<file path="config.mk">
export PLATFORM = sky130hd
export DESIGN_NAME = adc_multichannel_reader
export DESIGN_NICKNAME = d
export VERILOG_FILES = /design/src/rtl/adc_pkg.sv /design/src/rtl/adc_sclk_divider.sv /design/src/rtl/adc_multichannel_reader.sv
export SDC_FILE = /design/constraint.sdc
export NUM_CORES = 1
export LEC_CHECK = 0
export CORE_ASPECT_RATIO = 2
export CORE_MARGIN = 1.5
export CORE_UTILIZATION = 61
export DETAILED_ROUTE_END_ITERATION = 16
export GPL_TIMING_DRIVEN = 0
export PLACE_DENSITY = 0.85
export SYNTH_ARGS = -nofsm -noshare
export SYNTH_HDL_FRONTEND = slang
export SYNTH_SLANG_ARGS = --single-unit
</file>
<file path="constraint.sdc">
create_clock -name clk_50MHz -period 12.6 [get_ports clk_50MHz]
set_clock_uncertainty 0.15 [all_clocks]
set_input_delay 1.89 -clock clk_50MHz [delete_from_list [all_inputs] [get_ports clk_50MHz]]
set_output_delay 1.89 -clock clk_50MHz [all_outputs]
set_load 0.02 [all_outputs]
</file>
<file path="src/rtl/adc_pkg.sv">
// Shared definitions for the multichannel serial ADC reader.
package adc_pkg;

  // Reader sequencing: wait for DRDY, shift a frame, accumulate, publish.
  typedef enum logic [1:0] {
    S_IDLE   = 2'd0,
    S_READ   = 2'd1,
    S_ACCUM  = 2'd2,
    S_OUTPUT = 2'd3
  } adc_state_e;

  localparam int MAX_SCLK_DIV_POWER = 3;
  localparam int MAX_AVG_POWER      = 8;
  localparam int FRAME_COUNT_WIDTH  = 16;

endpackage

</file>
<file path="src/rtl/adc_sclk_divider.sv">
// Free-running divider producing SCLK and a one-cycle tick just before
// each SCLK falling edge. SCLK comes straight from a counter flop, so it
// is glitch-free.
module adc_sclk_divider #(
  parameter int DIV_POWER = 0
) (
  input  logic clk_i,
  input  logic rst_i,
  output logic sclk_o,
  output logic fall_tick_o
);

  logic [DIV_POWER:0] cnt_q;

  // Counter wraps naturally; its top bit is SCLK.
  always_ff @(posedge clk_i or posedge rst_i) begin
    if (rst_i) cnt_q <= '0;
    else       cnt_q <= cnt_q + 1'b1;
  end

  assign sclk_o      = cnt_q[DIV_POWER];
  // All ones: SCLK falls on the next clock edge, so sample now.
  assign fall_tick_o = &cnt_q;

endmodule

</file>
<file path="src/rtl/adc_multichannel_reader.sv">
// Reads NUM_CHANNELS serial ADC lines that share SCLK and DRDY_Bar,
// optionally box-car averages 2^AVG_POWER frames per channel and publishes
// one wide word with a single-cycle strobe. Everything runs on clk_50MHz;
// SCLK is only ever an output.
//
// Handshake: FLAG__New_Data is a one-cycle valid strobe with no ready;
// DATA is stable from that cycle until the next strobe.
module adc_multichannel_reader
  import adc_pkg::*;
#(
  parameter int DATA_WIDTH     = 16,
  parameter int NUM_CHANNELS   = 2,
  parameter int SCLK_DIV_POWER = 0,
  parameter int AVG_POWER      = 0
) (
  input  logic                               clk_50MHz,
  input  logic                               reset,
  output logic                               CLK,
  output logic                               SCLK,
  input  logic                               DRDY_Bar,
  input  logic [NUM_CHANNELS-1:0]            DOUT,
  input  logic                               overrun_clear,
  output logic                               FLAG__New_Data,
  output logic [NUM_CHANNELS*DATA_WIDTH-1:0] DATA,
  output logic                               overrun,
  output logic [FRAME_COUNT_WIDTH-1:0]       frame_count,
  output adc_state_e                         state_dbg
);

  localparam int ACC_W     = DATA_WIDTH + AVG_POWER;
  localparam int BIT_CNT_W = $clog2(DATA_WIDTH);
  localparam int AVG_CNT_W = AVG_POWER + 1;
  localparam logic [BIT_CNT_W-1:0] LAST_BIT = BIT_CNT_W'(DATA_WIDTH - 1);
  localparam logic [AVG_CNT_W-1:0] LAST_AVG = AVG_CNT_W'((1 << AVG_POWER) - 1);

  logic                         sclk;
  logic                         fall_tick;
  logic                         drdy_meta_q, drdy_sync_q, drdy_prev_q;
  logic                         drdy_rise;
  logic                         shift_en;
  logic                         last_frame;
  adc_state_e                   state_q;
  logic [BIT_CNT_W-1:0]         bit_cnt_q;
  logic [AVG_CNT_W-1:0]         avg_cnt_q;
  logic                         flag_q;
  logic                         overrun_q;
  logic [FRAME_COUNT_WIDTH-1:0] frame_cnt_q;

  adc_sclk_divider #(
    .DIV_POWER(SCLK_DIV_POWER)
  ) u_div (
    .clk_i      (clk_50MHz),
    .rst_i      (reset),
    .sclk_o     (sclk),
    .fall_tick_o(fall_tick)
  );

  // Two-flop synchroniser, plus the value seen at the previous fall_tick.
  always_ff @(posedge clk_50MHz or posedge reset) begin
    if (reset) begin
      drdy_meta_q <= 1'b0;
      drdy_sync_q <= 1'b0;
      drdy_prev_q <= 1'b0;
    end else begin
      drdy_meta_q <= DRDY_Bar;
      drdy_sync_q <= drdy_meta_q;
      if (fall_tick) drdy_prev_q <= drdy_sync_q;
    end
  end

  assign drdy_rise  = fall_tick && drdy_sync_q && !drdy_prev_q;
  assign shift_en   = ((state_q == S_IDLE) && drdy_rise) ||
                      ((state_q == S_READ) && fall_tick);
  assign last_frame = (state_q == S_ACCUM) && (avg_cnt_q == LAST_AVG);

  // Frame sequencing, averaging count, strobe, overrun and frame counter.
  always_ff @(posedge clk_50MHz or posedge reset) begin
    if (reset) begin
      state_q     <= S_IDLE;
      bit_cnt_q   <= '0;
      avg_cnt_q   <= '0;
      flag_q      <= 1'b0;
      overrun_q   <= 1'b0;
      frame_cnt_q <= '0;
    end else begin
      flag_q <= 1'b0;
      // A new DRDY edge mid-frame wins over a simultaneous clear.
      if ((state_q == S_READ) && drdy_rise) overrun_q <= 1'b1;
      else if (overrun_clear)               overrun_q <= 1'b0;
      case (state_q)
        S_IDLE: begin
          if (drdy_rise) begin
            bit_cnt_q <= BIT_CNT_W'(1);
            state_q   <= S_READ;
          end
        end
        S_READ: begin
          if (fall_tick) begin
            if (bit_cnt_q == LAST_BIT) state_q <= S_ACCUM;
            else                       bit_cnt_q <= bit_cnt_q + 1'b1;
          end
        end
        S_ACCUM: begin
          frame_cnt_q <= frame_cnt_q + 1'b1;
          if (last_frame) begin
            // DATA is loaded on this edge, so the strobe lines up with OUTPUT.
            flag_q    <= 1'b1;
            avg_cnt_q <= '0;
            state_q   <= S_OUTPUT;
          end else begin
            avg_cnt_q <= avg_cnt_q + 1'b1;
            state_q   <= S_IDLE;
          end
        end
        default: state_q <= S_IDLE;
      endcase
    end
  end

  for (genvar ch = 0; ch < NUM_CHANNELS; ch++) begin : g_ch
    logic [DATA_WIDTH-1:0]   shift_q;
    logic [DATA_WIDTH-1:0]   data_q;
    logic signed [ACC_W-1:0] acc_q;
    logic signed [ACC_W-1:0] frame_sx;
    logic signed [ACC_W-1:0] acc_sum;

    assign frame_sx = ACC_W'($signed(shift_q));
    assign acc_sum  = acc_q + frame_sx;

    // MSB-first shift, sign-extended accumulation, floor-divided publish.
    always_ff @(posedge clk_50MHz or posedge reset) begin
      if (reset) begin
        shift_q <= '0;
        data_q  <= '0;
        acc_q   <= '0;
      end else begin
        if (shift_en) shift_q <= {shift_q[DATA_WIDTH-2:0], DOUT[ch]};
        if (state_q == S_ACCUM) begin
          if (last_frame) begin
            data_q <= DATA_WIDTH'(acc_sum >>> AVG_POWER);
            acc_q  <= '0;
          end else begin
            acc_q  <= acc_sum;
          end
        end
      end
    end

    assign DATA[ch*DATA_WIDTH +: DATA_WIDTH] = data_q;
  end

  assign SCLK           = sclk;
  assign CLK            = sclk;
  assign FLAG__New_Data = flag_q;
  assign overrun        = overrun_q;
  assign frame_count    = frame_cnt_q;
  assign state_dbg      = state_q;

endmodule

</file>
### After elaboration in Yosys (flattened, before gate mapping)

Cells that the tools add are included.

| word-level totals | value |
|---|---|
| register bits after elaboration | 125 |
| bits in latches | 0 |
| memory bits (writable) | 0 |
| bits in read-only memories | 0 |
| input port bits | 6 |
| output and inout port bits | 54 |
| logic and storage cells | 60 |
| memories | 0 |

| operators by class | value |
|---|---|
| add/subtract/negate cells | 6 |
| $mul | 0 |
| divide/modulo/power cells | 0 |
| $lt $le $gt $ge | 0 |
| equal/unequal tests | 7 |
| shifts and indexed selects | 0 |
| multiplexer cells | 16 |
| bitwise gates (word level) | 1 |
| reductions and logical operators | 14 |

Operator list:

| cell | count |
|---|---|
| 16-bit adder | 2 |
| 16-bit 2-to-1 mux | 2 |
| 16-bit by 1-bit adder with 16-bit output, second input constant | 1 |
| 4-bit 2-to-1 mux | 3 |
| 2-bit 2-to-1 mux | 4 |
| 4-bit case mux with 2 select lines | 1 |
| 1-bit logical AND | 6 |
| 2-bit case mux with 3 select lines | 1 |
| 1-bit 2-to-1 mux | 5 |
| 4-bit by 1-bit adder with 4-bit output, second input constant | 1 |
| 4-bit == test, second input constant | 1 |
| 2-bit by 1-bit != test with 1-bit output, second input constant | 2 |
| 2-bit != test, second input constant | 2 |
| 4-bit AND reduction | 1 |
| 2-bit nonzero test | 2 |
| 3-bit AND reduction | 1 |
| 1-bit adder, second input constant | 2 |
| 2-bit by 1-bit == test with 1-bit output, second input constant | 1 |
| 2-bit == test, second input constant | 1 |
| 2-bit zero test | 1 |
| 2-bit AND reduction | 1 |
| 1-bit zero test | 1 |
| 1-bit logical OR | 1 |
| 1-bit inverter | 1 |

### Depth between registers and ports, before layout

Gate-level depths: netlist of run 1.

| depth | value |
|---|---|
| depth after elaboration | 4 |
| depth in mapped cells | 8 |
| depth with buffers taken out | 8 |

### Modules after synthesis

Synthesis of run 1 repeated with hierarchy kept, for this count alone.

| unflattened totals | value |
|---|---|
| cell total of the unflattened synthesis | 691 |
| area total of the unflattened synthesis | 6347.3 um^2 |

Modules (own cells, without submodules):

| module | times used | cells each | area each (um^2) | sequential area each (um^2) |
|---|---|---|---|---|
| adc_multichannel_reader | 1 | 687 | 6307.3 | 3103.0 |
| adc_sclk_divider | 1 | 4 | 40.0 | 25.0 |

### Worst setup path before layout of run 1

Ideal clock, no wire load.

| timing path | value |
|---|---|
| path kind | reg2out |
| from | register u_div.cnt_q, in the netlist u_div.fall_tick_o |
| to | output SCLK |
| arrival time | 0.670 ns |
| setup slack | 9.890 ns |
| stages on the path, launching flop included | 2 |
| path buffers | 1 |
| cell sequence | dfrtp_1 -> buf_4 |

RTL lines:

| item | RTL line | RTL |
|---|---|---|
| start: declaration | adc_sclk_divider.sv:13 | `logic [DIV_POWER:0] cnt_q;` |
| start signal: assignment | adc_sclk_divider.sv:18 | `else cnt_q <= cnt_q + 1'b1;` |
| end: declaration | adc_multichannel_reader.sv:19 | `output logic SCLK,` |

No word-level cell between the ends.

### Worst setup path after layout of run 1

| timing path | value |
|---|---|
| from | register u_div.cnt_q, in the netlist u_div.fall_tick_o |
| to | output SCLK |

No word-level cell between the ends.

==> results of run 1 <==
[cells in the mapped netlist (all sizes together) (3+ instances only)]
library cell  instances  share of area
a31oi                 4         0.0040
a21boi                3         0.0036
a21oi                30          0.024
nor2b                 4         0.0040
nand4                 8         0.0081
dfrtp               125           0.50
and2                  3         0.0030
inv                  11         0.0066
xnor2                25          0.035
o211ai                4         0.0048
o21a                  6         0.0073
xor2                 14          0.020
o21bai                3         0.0036
and3                  7         0.0071
o31ai                 6         0.0073
nand3                21          0.017
nand2               209           0.13
nand2b                3         0.0030
a211oi                3         0.0036
buf                   3         0.0024
or3                   5         0.0050
o21ai                64          0.052
clkbuf               26          0.016
nor2                 16         0.0097
ha                   32          0.064
a21o                  8         0.0097
[cell usage in the layout, fill, tap and decap left out, drive strengths merged, types with 4 or more instances in the layout]
cell type        n
nand2          209
dfrtp          125
o21ai           64
clkdlybuf4s50   59
clkbuf          47
ha              32
a21oi           30
xnor2           25
nand3           21
nor2            16
xor2            14
inv             11
nand4            8
a21o             8
and3             7
bufinv           7
o21a             6
o31ai            6
or3              5
nor2b            4
a31oi            4
o211ai           4
buf              4
[worst min path at each step]
stage / from / to / slack, ps / depth (start not counted)
after floorplan: drdy_meta_q / drdy_sync_q / 180 / 0
after global placement: drdy_meta_q / drdy_sync_q / 190 / 0
after detailed placement: drdy_meta_q / drdy_sync_q / 200 / 0
after CTS: drdy_meta_q / drdy_sync_q / 210 / 0
after global routing: drdy_meta_q / drdy_sync_q / 220 / 0
final: drdy_meta_q / drdy_sync_q / 210 / 0
[critical path, delay by kind of cell (launching register included)]
kind     cells  cell delay, ps
buf+inv      2             720
flops        1             400
[where the power goes]
group | switching (mW) | internal (mW)
logic | 0.238 | 0.146
registers | 0.0656 | 0.479
clock network | 0.177 | 0.406
total | 0.481 | 1.03
[registers in the layout, indices dropped and copies added (netlist names), 2 cells and up]
signal	count
bit_cnt_q	4
frame_count	16
g_ch.acc_q	32
g_ch.data_q	32
g_ch.frame_sx	32
state_dbg	2
[layer usage]
metal | wire length (um) | track usage | vias up
li1 | - | - | 2466
met4 | 709 | 0.1655 | 0
met1 | 5598 | 0.3371 | 2588
met3 | 659 | 0.06994 | 65
met2 | 8929 | 0.5750 | 178
met5 | 0 | 0 | -
[per-stage QoR]
stage	instance area (um^2)	cells	power (mW)	worst slack, ps
after floorplan	6211	674	0.7900	7232
after detailed placement	7003	869	0.9234	9392
after CTS	7709	901	1.510	9004
after global routing	7709	901	1.586	8949
after global placement	6970	868	0.9022	5692
final	7709	901	1.511	9025
[area by class of cell]
type,count,area [um^2],area share
plain buffers,29,112.6,0.01461
clock buffers,21,470.5,0.06103
clock inverters,11,235.2,0.03051
inverters,12,50.05,0.006492
multi-input cells,508,2925,0.3795
flip-flops and latches,125,3128,0.4058
well taps,135,168.9,0.02191
repair buffers,60,618.1,0.08018
[logic make-up after synthesis]
| logic type | Yosys count | share of synthesized area |
|---|---|---|
| multiplexers | 2 | 0.003425 |
| XOR/XNOR | 39 | 0.05500 |
| adder cells (fa/ha/maj) | 34 | 0.07091 |
| AO/OA/AOI/OAI | 147 | 0.1456 |
| AND/OR/NAND/NOR | 286 | 0.1960 |
| flip-flops | 125 | 0.5036 |
| buffers and inverters | 41 | 0.02538 |
==> results.json, run 1 <==
{
  "outcome": "finished, final reports clean",
  "port_buffers": 59,
  "die_w_um": 74.35,
  "post_cts_resized": 0,
  "antenna_found_initial": 0,
  "p_per_area_nw_per_um2": 196.1,
  "vdd_drop_max_v": 0.0001382,
  "r2r-end": "g_ch[1].data_q[14]",
  "drive_gt1_frac": 0.05091,
  "fin_util": 0.7694,
  "first_iter_violations": 410,
  "syn-instance-count": 674,
  "gp_congestion": 0.9151,
  "cts_tree": "done",
  "cts_root_buf": "clkbuf_16",
  "grt_pass1_wl_um": 26650,
  "fill_cells": 690,
  "start_kind": "register",
  "holdBufCountCts": 0,
  "cts-htree-levels": 4,
  "viasPerCell": 5.879,
  "netlist-cell-type-count": 53,
  "clk_pin_slew_worst_paths_ps": 60,
  "period_minus_slack_ps": 3575,
  "grt_pass1_vias": 5695,
  "rsz0062_at_grt": "false",
  "syn_avg_cell_area_um2": 9.215,
  "max_slew_margin": 0.4770,
  "postCtsSetupBuffers": 0,
  "cellLeakagePower_nw": 3.600,
  "core_um2": 10020,
  "synth_edf_count": 0,
  "whs_ps": 208.2,
  "drc": 0,
  "period_share": 0.2838,
  "async_flop_share": 1.000,
  "dp_hpwl_um": 11160,
  "gr-total-overflow": 0,
  "finalSetupTns_ps": 0,
  "fmax_ghz": 0.2797,
  "max-cap-violations": 0,
  "clk_latency_ps": 420,
  "numCtsBuffers": 17,
  "startpoint": "u_div.fall_tick_o",
  "ant_nets": 0,
  "ys_ff_latch": 125,
  "setup_viol": 0,
  "initial_core_util": 0.6199,
  "rows": 52,
  "grt_max_degree": 81,
  "grt_usage": 0.3218,
  "routed_wl_um": 15900,
  "num-nets-final": 793,
  "end_kind": "primary output",
  "synth_fp_nets": 714,
  "synth_seq_area_share": 0.5036,
  "ff2ff_setup_slack_ps": 9380,
  "arrival_ps": 1540,
  "route.vias.total": 5297,
  "crit_end": "SCLK",
  "die_h_um": 145.7,
  "worst_path_largest_cell_delay_ps": 590,
  "firstDrtPassIters": 8,
  "crit_required_ps": 10560,
  "hp-class": "reg -> reg",
  "die-area_um2": 10830,
  "r2r_cells": 8,
  "antenna_cells": 0,
  "crit_chain": "buf_4 > clkdlybuf4s50_1",
  "setup.worst_path.class": "reg -> out",
  "ys.flop_type": "dfrtp_1",
  "slew_violations": 0,
  "worst_pin_slew_ps": 784.5,
  "rr_startpoint": "g_ch[1].acc_q[0]",
  "area_growth_pct": 24.11,
  "synth_warnings": 0,
  "cts_buffer_depth": 2,
  "cp_max_fo": 5,
  "synth_area_um2": 6211,
  "slowest_stage": "clkdlybuf4s50_1",
  "clock_sinks": 125,
  "final-hold-violation-count": 0,
  "routedWlPerCell_um": 17.64,
  "pin_count": 60
}
No activity file was read; power rests on OpenSTA's default activity.
==> run 2, diff against run 1 <==
--- a/config.mk
+++ b/config.mk
@@ -7,10 +7,10 @@
 export LEC_CHECK = 0
 export CORE_ASPECT_RATIO = 2
 export CORE_MARGIN = 1.5
-export CORE_UTILIZATION = 61
+export CORE_UTILIZATION = 52
 export DETAILED_ROUTE_END_ITERATION = 16
 export GPL_TIMING_DRIVEN = 0
-export PLACE_DENSITY = 0.85
+export PLACE_DENSITY = 0.77
 export SYNTH_ARGS = -nofsm -noshare
 export SYNTH_HDL_FRONTEND = slang
 export SYNTH_SLANG_ARGS = --single-unit
==> constraint.sdc (replaced) <==
create_clock -name clk_50MHz -period 3.2 [get_ports clk_50MHz]
set_clock_uncertainty 0.15 [all_clocks]
set_input_delay 0.48 -clock clk_50MHz [delete_from_list [all_inputs] [get_ports clk_50MHz]]
set_output_delay 0.48 -clock clk_50MHz [all_outputs]
set_load 0.02 [all_outputs]
==> run 2 against run 1 <==
  * Power rose to 3.7 times the previous value
  * Largest power group is now sequential cells
  * Non-clock buffer count up 1
  * Critical path depth up 6
  * Final cell count up 1.1%
  * Clock power rose to 3.4 times the previous value
  * Sequential power rose to 3.9 times the previous value
  * Via count up 0.68%
  * Combinational power rose to 3.9 times the previous value
  * Register-to-register slack worse by 9200 ps
  * Largest cell class unchanged
  * Die area up 17%
  * Hold slack worse by 3.1 ps
  * Count of clock-buffer cells in the layout down 3
==> results.json, run 2 (synthesis gave the netlist of run 1 again) <==
{
  "outcome": "finished, final reports clean",
  "pin_count": 60,
  "dp_hpwl_um": 11580,
  "routedWlPerCell_um": 17.89,
  "max-cap-violations": 0,
  "final-hold-violation-count": 0,
  "slew_violations": 0,
  "max_slew_margin": 0.3627,
  "p_int_mw": 3.701,
  "area_growth_pct": 22.99,
  "gr-total-overflow": 0,
  "drc": 0,
  "cts_buffer_depth": 2,
  "clock_sinks": 125,
  "p_comb_frac": 0.269,
  "grt_max_degree": 45,
  "setup.worst_path.class": "reg -> reg",
  "cellLeakagePower_nw": 3.554,
  "die_h_um": 157.6,
  "clk_pin_slew_worst_paths_ps": 60,
  "rows": 56,
  "crit_required_ps": 3320,
  "port_buffers": 59,
  "cts_root_buf": "clkbuf_16",
  "numCtsBuffers": 17,
  "firstDrtPassIters": 6,
  "cp_max_fo": 4,
  "clock_power_share": 0.351,
  "route.vias.total": 5333,
  "drive_gt1_frac": 0.05352,
  "period_share": 0.9394,
  "fill_cells": 913,
  "viasPerCell": 5.854,
  "antenna_found_initial": 0,
  "routed_wl_um": 16300,
  "vdd_drop_max_v": 0.0004672,
  "grt_usage": 0.2761,
  "cts-htree-levels": 4,
  "period_minus_slack_ps": 3006,
  "holdBufCountCts": 0,
  "core_um2": 11700,
  "grt_pass1_wl_um": 26360,
  "first_iter_violations": 413,
  "postPlaceCellArea_um2": 7027,
  "end_kind": "register",
  "die-area_um2": 12650,
  "cts_tree": "done",
  "p_per_area_nw_per_um2": 736.5,
  "rsz0062_at_grt": "false",
  "power_switching_mw": 1.924,
  "initial_core_util": 0.5308,
  "setup_viol": 0,
  "antenna_cells": 0,
  "final_common_cell": "nand2_1",
  "final_cells": 911,
  "die_w_um": 80.28,
  "ant_nets": 0,
  "grt_pass1_vias": 5422,
  "fmax_ghz": 0.3327,
  "num-nets-final": 794,
  "clk_latency_ps": 420,
  "dp.cells": 880,
  "start_kind": "register",
  "gp_congestion": 0.9087,
  "power_frac_seq": 0.380,
  "mostFrequentLayoutCells": "nand2_1, dfrtp_1, o21ai_0, clkdlybuf4s50_1, ha_1",
  "stdcell_area_um2": 7639,
  "arrival_ps": 3130,
  "hp-class": "reg -> reg",
  "swShare": 0.3421,
  "worst_pin_slew_ps": 954.0,
  "ff2ff_setup_slack_ps": 190
}
run 2: cell count changes in the layout (fill, tap and decap cells not counted):
cell        delta
bufinv_16      -4
clkinv_4       +3
buf_12         +2
clkbuf_8       -2
clkinvlp_4     +2
a221oi_1       -1
a221oi_2       +1
buf_16         -1
clkbuf_1       -1
inv_6          +1
run 2: critical path, cell delays in order (launching register included):
cell	delay, ps
dfrtp_1	400
ha_1	230
fa_1	440
a211oi_1	320
o21bai_1	150
a21oi_1	380
o221ai_1	310
xnor2_1	330
o21ai_0	140
run 2: final cells by class:
| cell class | count | area (um^2) | share of cell area |
|---|---|---|---|
| flip-flops and latches | 125 | 3128 | 0.4095 |
| multi-input cells | 508 | 2932 | 0.3838 |
| repair buffers | 61 | 630.6 | 0.08256 |
| clock buffers | 18 | 439.2 | 0.05749 |
| well taps | 145 | 181.4 | 0.02375 |
| clock inverters | 13 | 166.4 | 0.02179 |
| plain buffers | 29 | 112.6 | 0.01474 |
| inverters | 12 | 48.80 | 0.006388 |
run 2: path summary, 6_finish.rpt:
check | start | to | depth (start not counted)
setup / recovery | g_ch[0].frame_sx[0] | g_ch[0].data_q[12] | 8
hold / removal | drdy_meta_q | drdy_sync_q | 0
setup reg to reg | g_ch[0].frame_sx[0] | g_ch[0].data_q[12] | 8
hold reg to reg | drdy_meta_q | drdy_sync_q | 0
max in group asynchronous | reset | drdy_prev_q | 4
min in group asynchronous | reset | frame_count[9] | 2
run 2: per-layer routing:
layer | global-route usage | vias up | wire, um
met1 | 0.2883 | 2619 | 5723
li1 | - | 2473 | -
met3 | 0.04812 | 62 | 659
met4 | 0.1609 | 0 | 790
met5 | 0 | - | 0
met2 | 0.5022 | 179 | 9126
run 2: stage by stage:
stage / util / hold slack, ps / setup WS, ps / total power, mW / TNS (ps)
2_1_floorplan: - / 181.2 / 549.6 / 3.111 / 0
6_report: 0.6528 / 205.1 / 193.9 / 5.626 / 0
3_5_place_dp: 0.6005 / 189.6 / 87.12 / 3.649 / 0
4_1_cts: 0.6523 / 202.3 / 95.55 / 5.637 / 0
5_1_grt: 0.6528 / 221.9 / 81.79 / 5.919 / 0
3_3_place_gp: 0.5971 / 186.5 / -37.25 / 3.564 / -2812
run 2: repair_timing:
| item | in CTS | in global routing |
|---|---|---|
| gates resized for setup | 0 | 1 |
| endpoints found under the setup margin | 0 | 2 |
| setup buffers | 0 | 0 |
run 2: power groups by stage:
| stage | clock, mW | sequential, mW | combinational, mW |
|---|---|---|---|
| floorplan | 0 | 2.20 | 0.910 |
| global placement | 0 | 2.15 | 1.42 |
| detailed placement | 0 | 2.15 | 1.49 |
| CTS | 1.99 | 2.13 | 1.51 |
| global route | 2.06 | 2.17 | 1.69 |
| finish | 1.97 | 2.14 | 1.51 |
